File: src/rtl/alu_pkg.sv
// Shared types for the sequential ALU.
//   alu_op_t    - 3-bit opcode carried on the op port
//   alu_state_t - control FSM state (idle / iterative divide)
package alu_pkg;

  typedef enum logic [2:0] {
    OP_ADD  = 3'd0,
    OP_SUB  = 3'd1,
    OP_MUL  = 3'd2,
    OP_DIVU = 3'd3,
    OP_REMU = 3'd4,
    OP_AND  = 3'd5,
    OP_OR   = 3'd6,
    OP_XOR  = 3'd7
  } alu_op_t;

  typedef enum logic {
    S_IDLE = 1'b0,
    S_DIV  = 1'b1
  } alu_state_t;

endpackage

File: src/rtl/div_unit.sv
// Iterative unsigned restoring divider, one quotient bit per cycle.
// Ports:
//   clk, rst_n          clock, asynchronous active-low reset (aborts a divide)
//   start               load dividend/divisor and begin (divisor must be nonzero)
//   dividend, divisor   operands, sampled only when start is high
//   busy                a divide is in progress
//   done                final step is being taken this cycle; quotient/remainder valid
//   quotient, remainder results of the current step (meaningful when done)
module div_unit #(
  parameter int unsigned WIDTH = 32
) (
  input  logic             clk,
  input  logic             rst_n,
  input  logic             start,
  input  logic [WIDTH-1:0] dividend,
  input  logic [WIDTH-1:0] divisor,
  output logic             busy,
  output logic             done,
  output logic [WIDTH-1:0] quotient,
  output logic [WIDTH-1:0] remainder
);

  localparam int unsigned CntW = $clog2(WIDTH);

  // rem_q holds the partial remainder already shifted left with the next dividend bit
  // appended, so each cycle only needs one trial subtraction.
  logic [WIDTH:0]   rem_q;
  logic [WIDTH-1:0] quo_q;  // remaining dividend bits shift out the top, quotient bits in
  logic [WIDTH-1:0] dvs_q;
  logic [CntW-1:0]  cnt_q;
  logic             busy_q;

  logic [WIDTH:0]   trial;
  logic [WIDTH-1:0] rem_step;
  logic [WIDTH-1:0] quo_step;

  always_comb begin
    trial    = rem_q - {1'b0, dvs_q};
    // Negative trial: restore (keep the shifted remainder), quotient bit 0.
    rem_step = trial[WIDTH] ? rem_q[WIDTH-1:0] : trial[WIDTH-1:0];
    quo_step = {quo_q[WIDTH-2:0], ~trial[WIDTH]};
  end

  assign busy      = busy_q;
  assign done      = busy_q && (cnt_q == '0);
  assign quotient  = quo_step;
  assign remainder = rem_step;

  always_ff @(posedge clk or negedge rst_n) begin
    if (!rst_n) begin
      rem_q  <= '0;
      quo_q  <= '0;
      dvs_q  <= '0;
      cnt_q  <= '0;
      busy_q <= 1'b0;
    end else if (start) begin
      rem_q  <= {{WIDTH{1'b0}}, dividend[WIDTH-1]};
      quo_q  <= {dividend[WIDTH-2:0], 1'b0};
      dvs_q  <= divisor;
      cnt_q  <= CntW'(WIDTH - 1);
      busy_q <= 1'b1;
    end else if (busy_q) begin
      rem_q <= {rem_step, quo_q[WIDTH-1]};
      quo_q <= quo_step;
      cnt_q <= cnt_q - 1'b1;
      if (cnt_q == '0) begin
        busy_q <= 1'b0;
      end
    end
  end

endmodule

File: src/rtl/seq_alu.sv
// Handshaked sequential ALU: ADD/SUB/MUL/AND/OR/XOR in one cycle, DIVU/REMU on an
// iterative divider taking WIDTH cycles. Result and flags are registered.
// Ports:
//   clk, rst_n            clock, asynchronous active-low reset
//   in_valid/in_ready     request handshake; op, a, b sampled on the accept edge
//   op, a, b              opcode (alu_op_t) and unsigned operands
//   out_valid/out_ready   result handshake; result and flags hold while stalled
//   result                operation result
//   flag_zero             result == 0
//   flag_carry            ADD carry-out / SUB borrow
//   flag_ovf              ADD/SUB signed overflow, MUL high half nonzero
//   flag_dz               DIVU/REMU with b == 0
module seq_alu
  import alu_pkg::*;
#(
  parameter int unsigned WIDTH = 32
) (
  input  logic             clk,
  input  logic             rst_n,
  input  logic             in_valid,
  output logic             in_ready,
  input  logic [2:0]       op,
  input  logic [WIDTH-1:0] a,
  input  logic [WIDTH-1:0] b,
  output logic             out_valid,
  input  logic             out_ready,
  output logic [WIDTH-1:0] result,
  output logic             flag_zero,
  output logic             flag_carry,
  output logic             flag_ovf,
  output logic             flag_dz
);

  alu_state_t       state_q;
  logic             out_valid_q;
  logic [WIDTH-1:0] result_q;
  logic             zero_q;
  logic             carry_q;
  logic             ovf_q;
  logic             dz_q;
  logic             div_rem_q;  // in-flight divide returns the remainder

  alu_op_t          op_dec;
  logic             accept;
  logic             b_zero;
  logic             is_div;
  logic             div_start;

  logic [WIDTH:0]       sum;
  logic [WIDTH:0]       diff;
  logic [2*WIDTH-1:0]   prod;
  logic [WIDTH-1:0]     sc_res;
  logic                 sc_carry;
  logic                 sc_ovf;
  logic                 sc_dz;

  logic             div_busy;
  logic             div_done;
  logic [WIDTH-1:0] div_quo;
  logic [WIDTH-1:0] div_rem;
  logic [WIDTH-1:0] div_res;

  assign op_dec    = alu_op_t'(op);
  assign in_ready  = (state_q == S_IDLE) && !div_busy && (!out_valid_q || out_ready);
  assign accept    = in_valid && in_ready;
  assign b_zero    = (b == '0);
  assign is_div    = (op_dec == OP_DIVU) || (op_dec == OP_REMU);
  assign div_start = accept && is_div && !b_zero;
  assign div_res   = div_rem_q ? div_rem : div_quo;

  // Single-cycle datapath, also covers divide-by-zero.
  always_comb begin
    sum      = {1'b0, a} + {1'b0, b};
    diff     = {1'b0, a} - {1'b0, b};
    prod     = {{WIDTH{1'b0}}, a} * {{WIDTH{1'b0}}, b};
    sc_res   = '0;
    sc_carry = 1'b0;
    sc_ovf   = 1'b0;
    sc_dz    = 1'b0;
    unique case (op_dec)
      OP_ADD: begin
        sc_res   = sum[WIDTH-1:0];
        sc_carry = sum[WIDTH];
        sc_ovf   = (a[WIDTH-1] == b[WIDTH-1]) && (sum[WIDTH-1] != a[WIDTH-1]);
      end
      OP_SUB: begin
        sc_res   = diff[WIDTH-1:0];
        sc_carry = diff[WIDTH];
        sc_ovf   = (a[WIDTH-1] != b[WIDTH-1]) && (diff[WIDTH-1] != a[WIDTH-1]);
      end
      OP_MUL: begin
        sc_res = prod[WIDTH-1:0];
        sc_ovf = |prod[2*WIDTH-1:WIDTH];
      end
      OP_DIVU: begin
        sc_res = '1;
        sc_dz  = 1'b1;
      end
      OP_REMU: begin
        sc_res = a;
        sc_dz  = 1'b1;
      end
      OP_AND: sc_res = a & b;
      OP_OR:  sc_res = a | b;
      OP_XOR: sc_res = a ^ b;
      default: sc_res = '0;
    endcase
  end

  div_unit #(
    .WIDTH(WIDTH)
  ) u_div (
    .clk      (clk),
    .rst_n    (rst_n),
    .start    (div_start),
    .dividend (a),
    .divisor  (b),
    .busy     (div_busy),
    .done     (div_done),
    .quotient (div_quo),
    .remainder(div_rem)
  );

  always_ff @(posedge clk or negedge rst_n) begin
    if (!rst_n) begin
      state_q     <= S_IDLE;
      out_valid_q <= 1'b0;
      result_q    <= '0;
      zero_q      <= 1'b0;
      carry_q     <= 1'b0;
      ovf_q       <= 1'b0;
      dz_q        <= 1'b0;
      div_rem_q   <= 1'b0;
    end else begin
      case (state_q)
        S_IDLE: begin
          if (div_start) begin
            // Accept implies the previous result is gone or draining now.
            state_q     <= S_DIV;
            div_rem_q   <= (op_dec == OP_REMU);
            out_valid_q <= 1'b0;
          end else if (accept) begin
            result_q    <= sc_res;
            zero_q      <= (sc_res == '0);
            carry_q     <= sc_carry;
            ovf_q       <= sc_ovf;
            dz_q        <= sc_dz;
            out_valid_q <= 1'b1;
          end else if (out_ready) begin
            out_valid_q <= 1'b0;
          end
        end
        S_DIV: begin
          if (div_done) begin
            result_q    <= div_res;
            zero_q      <= (div_res == '0);
            carry_q     <= 1'b0;
            ovf_q       <= 1'b0;
            dz_q        <= 1'b0;
            out_valid_q <= 1'b1;
            state_q     <= S_IDLE;
          end
        end
        default: state_q <= S_IDLE;
      endcase
    end
  end

  assign out_valid  = out_valid_q;
  assign result     = result_q;
  assign flag_zero  = zero_q;
  assign flag_carry = carry_q;
  assign flag_ovf   = ovf_q;
  assign flag_dz    = dz_q;

endmodule

File: config.mk
export PLATFORM = sky130hd
export DESIGN_NAME = seq_alu
export DESIGN_NICKNAME = d
export VERILOG_FILES = /design/src/rtl/alu_pkg.sv /design/src/rtl/div_unit.sv /design/src/rtl/seq_alu.sv
export SDC_FILE = /design/constraint.sdc
export NUM_CORES = 2
export LEC_CHECK = 0
export ABC_AREA = 1
export BUFFER_PORTS_ARGS = -buffer_cell sky130_fd_sc_hd__clkbuf_2
export CORE_UTILIZATION = 30
export CTS_CLUSTER_SIZE = 25
export DETAILED_ROUTE_END_ITERATION = 8
export PLACE_DENSITY = 0.44
export SYNTH_ARGS = -nofsm -noshare
export SYNTH_HDL_FRONTEND = slang
export SYNTH_HIERARCHICAL = 1
export SYNTH_SLANG_ARGS = --single-unit
File: constraint.sdc
create_clock -name clk -period 5.4 [get_ports clk]
set_clock_uncertainty 0.15 [all_clocks]
set_input_delay 0.27 -clock clk [delete_from_list [all_inputs] [get_ports clk]]
set_output_delay 0.27 -clock clk [all_outputs]
set_load 0.02 [all_outputs]
* Word-level counts from Yosys, hierarchy flattened
Cells that the tools add are included.
** Storage, ports and cells
- Register bits after elaboration :: 142
- Input bits :: 71
- Output and inout port bits :: 38
- Logic and storage cells :: 103
** Operators by class
- $add $sub $neg :: 4
- $mul :: 1
- Equality and inequality tests :: 15
- Multiplexer cells :: 41
- Bitwise logic cells :: 5
- Reductions and logical operators :: 24
** Operator list (count)
- $pmux W32 S8 :: 1
- $mux W32 :: 7
- $logic_not A32 Y1 :: 3
- $mux W33 :: 2
- $mul A32 B32 Y64 :: 1
- $pmux W32 S2 :: 1
- $add A32 B32 Y33 :: 1
- $sub A32 B32 Y33 :: 1
- $sub A33 B32 Y33 :: 1
- $and A32 B32 Y32 :: 1
- $or A32 B32 Y32 :: 1
- $reduce_or A32 Y1 :: 1
- $xor A32 B32 Y32 :: 1
- $mux W1 :: 20
- $pmux W1 S2 :: 7
- $eq A3 B3 Y1 const B :: 4
- $mux W5 :: 2
- $logic_and A1 B1 Y1 :: 8
- $eq A3 B2 Y1 const B :: 2
- $logic_not A5 Y1 :: 1
- $sub A5 B1 Y5 const B :: 1
- $ne A2 B2 Y1 const B :: 2
- $ne A4 B4 Y1 const B :: 1
- $reduce_and A2 Y1 :: 2
- other kinds (12) :: 18

* Longest topological paths before layout
- Word-level depth :: 8
- Gate-level depth with buffers :: 42
- Depth with buffers taken out :: 40

* By module
The synthesis kept the hierarchy.
** Modules (own cells, without submodules)
- seq_alu :: instances 1, cells each 6514, area each 44785.5 µm², seq. area each 975.9 µm²
- div_unit :: instances 1, cells each 1170, area each 7616.1 µm², seq. area each 2577.5 µm²

* Least setup slack after synthesis
No wires, ideal clock.
- Path kind :: in2reg
- From :: input port a[23]
- To :: register ovf_q, in the netlist flag_ovf
- Setup time :: 0.116 ns
- Arrival :: 6.533 ns
- Data required time :: 5.134 ns
- Slack :: -1.399 ns
- Stages on the path :: 33
- Buffers on the path :: 2
- Cells stage by stage :: clkbuf_1 clkbuf_1 nand2_1 fa_1 inv_1 fa_1 inv_1 fa_1 inv_1 fa_1 fa_1 fa_1 fa_1 fa_1 ha_1 nand2_1 inv_1 a21oi_1 nor2_1 nor2_1 o21ai_0 a21oi_1 nand2_1 nand2_1 nand2_1 nor2_1 nand2_1 nor2_1 nand3_1 nand2_1 nand2_1 nand2_1 nand2_1
** On the way
- Word-level cells in the longest chain between the ends :: 7
- Elaborated cells on any way between the ends :: 12
- Those cells by class :: add/sub (2); mul (1); eq/ne (2); mux (4); reduce/logical (3)
** RTL lines
- start: declaration :: line seq_alu.sv:23 : input logic [WIDTH-1:0] a,
- branches (longest 3 deep; another with $mul A32 B32 Y64)
- $pmux W1 S3 * :: line seq_alu.sv:80 : unique case (op_dec)
- $mux W1 * :: line seq_alu.sv:142 : end else if (accept) begin
- $mux W1 * :: line seq_alu.sv:137 : if (div_start) begin
- $pmux W1 S2 * :: line seq_alu.sv:135 : case (state_q)
- end signal: assignment :: line seq_alu.sv:146 : ovf_q <= sc_ovf;
- end: declaration :: line seq_alu.sv:39 : logic ovf_q;
Every way passes the cells marked *. The select of a mux whose other input is x is not followed.
A chain may end at the register's enable or synchronous reset.

* Worst setup path after layout
- From :: input port a[9]
- To :: register zero_q, in the netlist flag_zero
** On the way
- Word-level cells in the longest chain between the ends :: 6
- Elaborated cells on any way between the ends :: 11
- Those cells by class :: add/sub (2); mul (1); mux (4); bitwise (3); reduce/logical (1)
** RTL lines
- $mul A32 B32 Y64, or another cell as far along :: line seq_alu.sv:75 : prod = {{WIDTH{1'b0}}, a} * {{WIDTH{1'b0}}, b};
- $pmux W32 S8 * :: line seq_alu.sv:80
- $logic_not A32 Y1 * :: line seq_alu.sv:144 : zero_q <= (sc_res == '0);
- $mux W1 * :: line seq_alu.sv:142
- $mux W1 * :: line seq_alu.sv:137
- $pmux W1 S2 * :: line seq_alu.sv:135
- end signal: assignment :: line seq_alu.sv:144
- end signal: assignment :: line seq_alu.sv:156 : zero_q <= (div_res == '0);
- end: declaration :: line seq_alu.sv:37 : logic zero_q;
Every way passes the cells marked *; elsewhere a longest branch is shown, timed or not. The select of a mux whose other input is x is not followed.

==> out/metrics.yaml <==
logic_synthesis:
  synth_nets: 9047
  yosys-top-cells-area: "fa_1 34%, nand2_1 18%, inv_1 15%"
  synth_cells: 7684
  ys_warn_count: 6
  synth_ff_type: "dfrtp_1"
  ys_types: 56
  synth_top_area_share_pct: 34.3
  yosys.area.top_type: "fa_1"
  synth_edf_count: 0
  async_flop_share_pct: 100
  synthesis.area_um2: 52400
  ys_seq_area_share_pct: 6.78
  syn_avg_cell_area_um2: 6.82
  ys_ff_latch: 142
placed_design:
  dpl-instance-area_um2: 61600
  gp_congestion: 0.933
  placedCellCount: 10500
  io_buffers: 108
  detailed_place_hpwl_um: 197000
grt:
  grt_pass1_wl_um: 340000
  grt_max_degree: 90
  grt_pass1_vias: 50500
  grt_antenna_before_repair: 16
  grtUsageTotal_pct: 26.3
  overflow: 0
drt:
  wirelength_um: 230000
  drt-initial-drc-count: 3421
  vias: 48700
  dr.pass1.iters: 6
  viasPerCell: 4.59
  drcViolationCount: 0
  final_antenna_net_count: 0
  routedWlPerCell_um: 21.7
final_layout:
  nets: 9619
  layout.cells.non_filler: 10600
  area_growth_pct: 23.7
  layout-drive-gt1-share_pct: 16.9
  fillers: 18700
  fin_util_pct: 37.3
  fin_area_um2: 64800
sta:
  finalCriticalPeriod_ns: 7.22
  fin_crit_sh_pct: 134
  report.final.slew_viol_count: 0
  fin_ws_ns: -1.82
  slew_headroom_pct: 16.9
  rsz0062_at_grt: "true"
  worstMarginPinSlew_ns: 1.24
  finalHoldViolCount: 0
  fmax_ghz: 0.138
  setup_viol: 26
outcome:
  violations: "negative setup slack"
  run_status: "finished with violations"
critical_path:
  cp.arrival_ns: 7.45
  cp_max_fo: 5
  end_kind: "flop"
  path_common_cell: "fa_1"
  cp_slowest_stage_delay_ns: 0.58
  start_kind: "input pin"
  cp.required_ns: 5.63
  critPathSlowestCell: "fa_2"
  crit_type: "input pin to flop"
floorplanning:
  die_h_um: 420
  chipWidth_um: 420
  dieArea_um2: 176000
  io_pins: 109
  design.core.area_um2: 174000
  initial_utilization_pct: 30.2
  rows: 153
clock_tree:
  htree_levels: 4
  worstSkewPairLatency_ns: 0.45
  path_clk_slew_ns: 0.08
  clock_sinks: 142
  cts_tree: "done"
  cts_root_buf: "clkbuf_16"
  clock_path_buffers: 2
  cts_made_buffers: 17
worst_hold_path:
  worst_hold_path_type: "input pin to flop"
job:
  drv_cap: 0
[flip-flops by register name, indices dropped and copies added (netlist names)]
register     flops
u_div/rem_q     33
result          32
u_div/dvs_q     32
u_div/quo_q     32
u_div/cnt_q      5
div_rem_q        1
flag_carry       1
flag_dz          1
flag_ovf         1
flag_zero        1
out_valid        1
state_q          1
u_div/busy       1
[cells in the final DEF, fill, tap and decap left out, types with 20 or more instances in the layout]
master,netlist,routed
nand2_2,21,102
nor2_2,15,35
buf_4,49,580
o21ai_1,7,20
ha_4,0,46
and2_1,31,31
o22ai_1,28,28
o21ai_0,134,114
nand3_2,13,34
clkbuf_2,1,91
clkbuf_16,0,27
nand3_1,263,231
fa_2,0,57
fa_1,899,842
ha_1,393,341
o221ai_1,41,41
nand2_4,4,35
nor2_4,0,26
a21oi_1,163,140
nand4_1,73,73
buf_12,0,114
nand2_1,2490,2374
mux2i_1,23,23
nor2_1,343,297
dfrtp_1,142,142
inv_1,2108,2040
inv_2,14,79
buf_6,11,66
[cells by family (layout without fill, tap and decap cells)]
family	after synthesis	count (layout)	share of synthesized area (%)
AO/OA/AOI/OAI	427	427	4.73
adder cells (fa/ha/maj)	1292	1292	43.7
other	0	8	0
flip-flops	142	142	6.78
XOR/XNOR	32	32	0.535
AND/OR/NAND/NOR	3314	3314	25.6
multiplexers	23	23	0.439
buffers and inverters	2454	3039	18.2
[path summary, 6_finish.rpt]
kind                                            startpoint                         end  slack [ns]  cells past startpoint
worst max register to register  u_div/rem_q[0]$_DFFE_PN0P_       flag_zero$_DFFE_PN0P_        1.04                     21
worst min-delay path                             out_ready       out_valid$_DFFE_PN0P_        0.05                      4
max in group asynchronous                            rst_n  u_div/dvs_q[1]$_DFFE_PN0P_        3.42                      3
worst max-delay path                                  a[9]       flag_zero$_DFFE_PN0P_       -1.82                     32
min in group asynchronous                            rst_n       result[0]$_DFFE_PN0P_        0.31                      2
worst min register to register       result[8]$_DFFE_PN0P_       result[8]$_DFFE_PN0P_        0.33                      2
[per-stage QoR]
| step | TNS (ns) | setup WS, ns | hold slack [ns] |
|---|---|---|---|
| floorplan | -14.30 | -1.13 | -0.176 |
| CTS | -35.01 | -1.81 | 0.0338 |
| global placement | -51.46 | -2.77 | 0.302 |
| global route | -39.80 | -2.08 | 0.0567 |
| detailed placement | -52.21 | -2.81 | 0.306 |
| finish | -34.27 | -1.82 | 0.0525 |
[metal layers]
metal,vias up,track usage (%),part of all wire [%]
li1,23300,-,-
met1,24100,35.8,45
met2,1018,44.7,48
met3,205,1.55,3.5
met4,2,7.80,3.6
met5,-,0,0.0056
[area by class of cell]
class / count / area (um2) / area share [%]
sequential: 142 / 3550 / 5.48
clock inverter: 14 / 166 / 0.257
antenna: 8 / 20.0 / 0.0309
multi-input combinational: 5088 / 41300 / 63.7
timing repair buffer: 883 / 8470 / 13.1
inverter: 2124 / 7980 / 12.3
tap: 2325 / 2910 / 4.49
clock buffer: 18 / 439 / 0.677
[synthesized netlist by cell type, types with 10 or more instances]
cell type,number
nand2_1,2490
inv_1,2108
fa_1,899
ha_1,393
nor2_1,343
nand3_1,263
clkbuf_1,234
a21oi_1,163
dfrtp_1,142
o21ai_0,134
nand4_1,73
buf_4,49
o221ai_1,41
buf_2,32
and2_1,31
o22ai_1,28
mux2i_1,23
nor3_1,22
nand2_2,21
xnor2_1,18
nand3b_1,15
nor2_2,15
a211oi_1,14
inv_2,14
xor2_1,14
nand3_2,13
o21bai_1,13
buf_6,11
nor4_1,10
[critical path: cells and delay by family]
| family | cells | cell delay, ns |
|---|---|---|
| AOI/OAI and AO/OA | 1 | 0.19 |
| and+or+nand+nor | 12 | 1.50 |
| buffers and inverters | 9 | 1.11 |
| adders and majority gates | 10 | 4.33 |
[timing repair]
item	CTS	global route
gates resized for setup	239	252
cloned	3	7
endpoints found under the hold margin	88	0
setup endpoints to repair	26	27
pin swaps	124	114
hold buffers	1	0
setup buffers	60	32
Power is left out: the tool's default activity adds up to more than one toggle a clock period on the data nets, which glitch-free logic cannot reach.
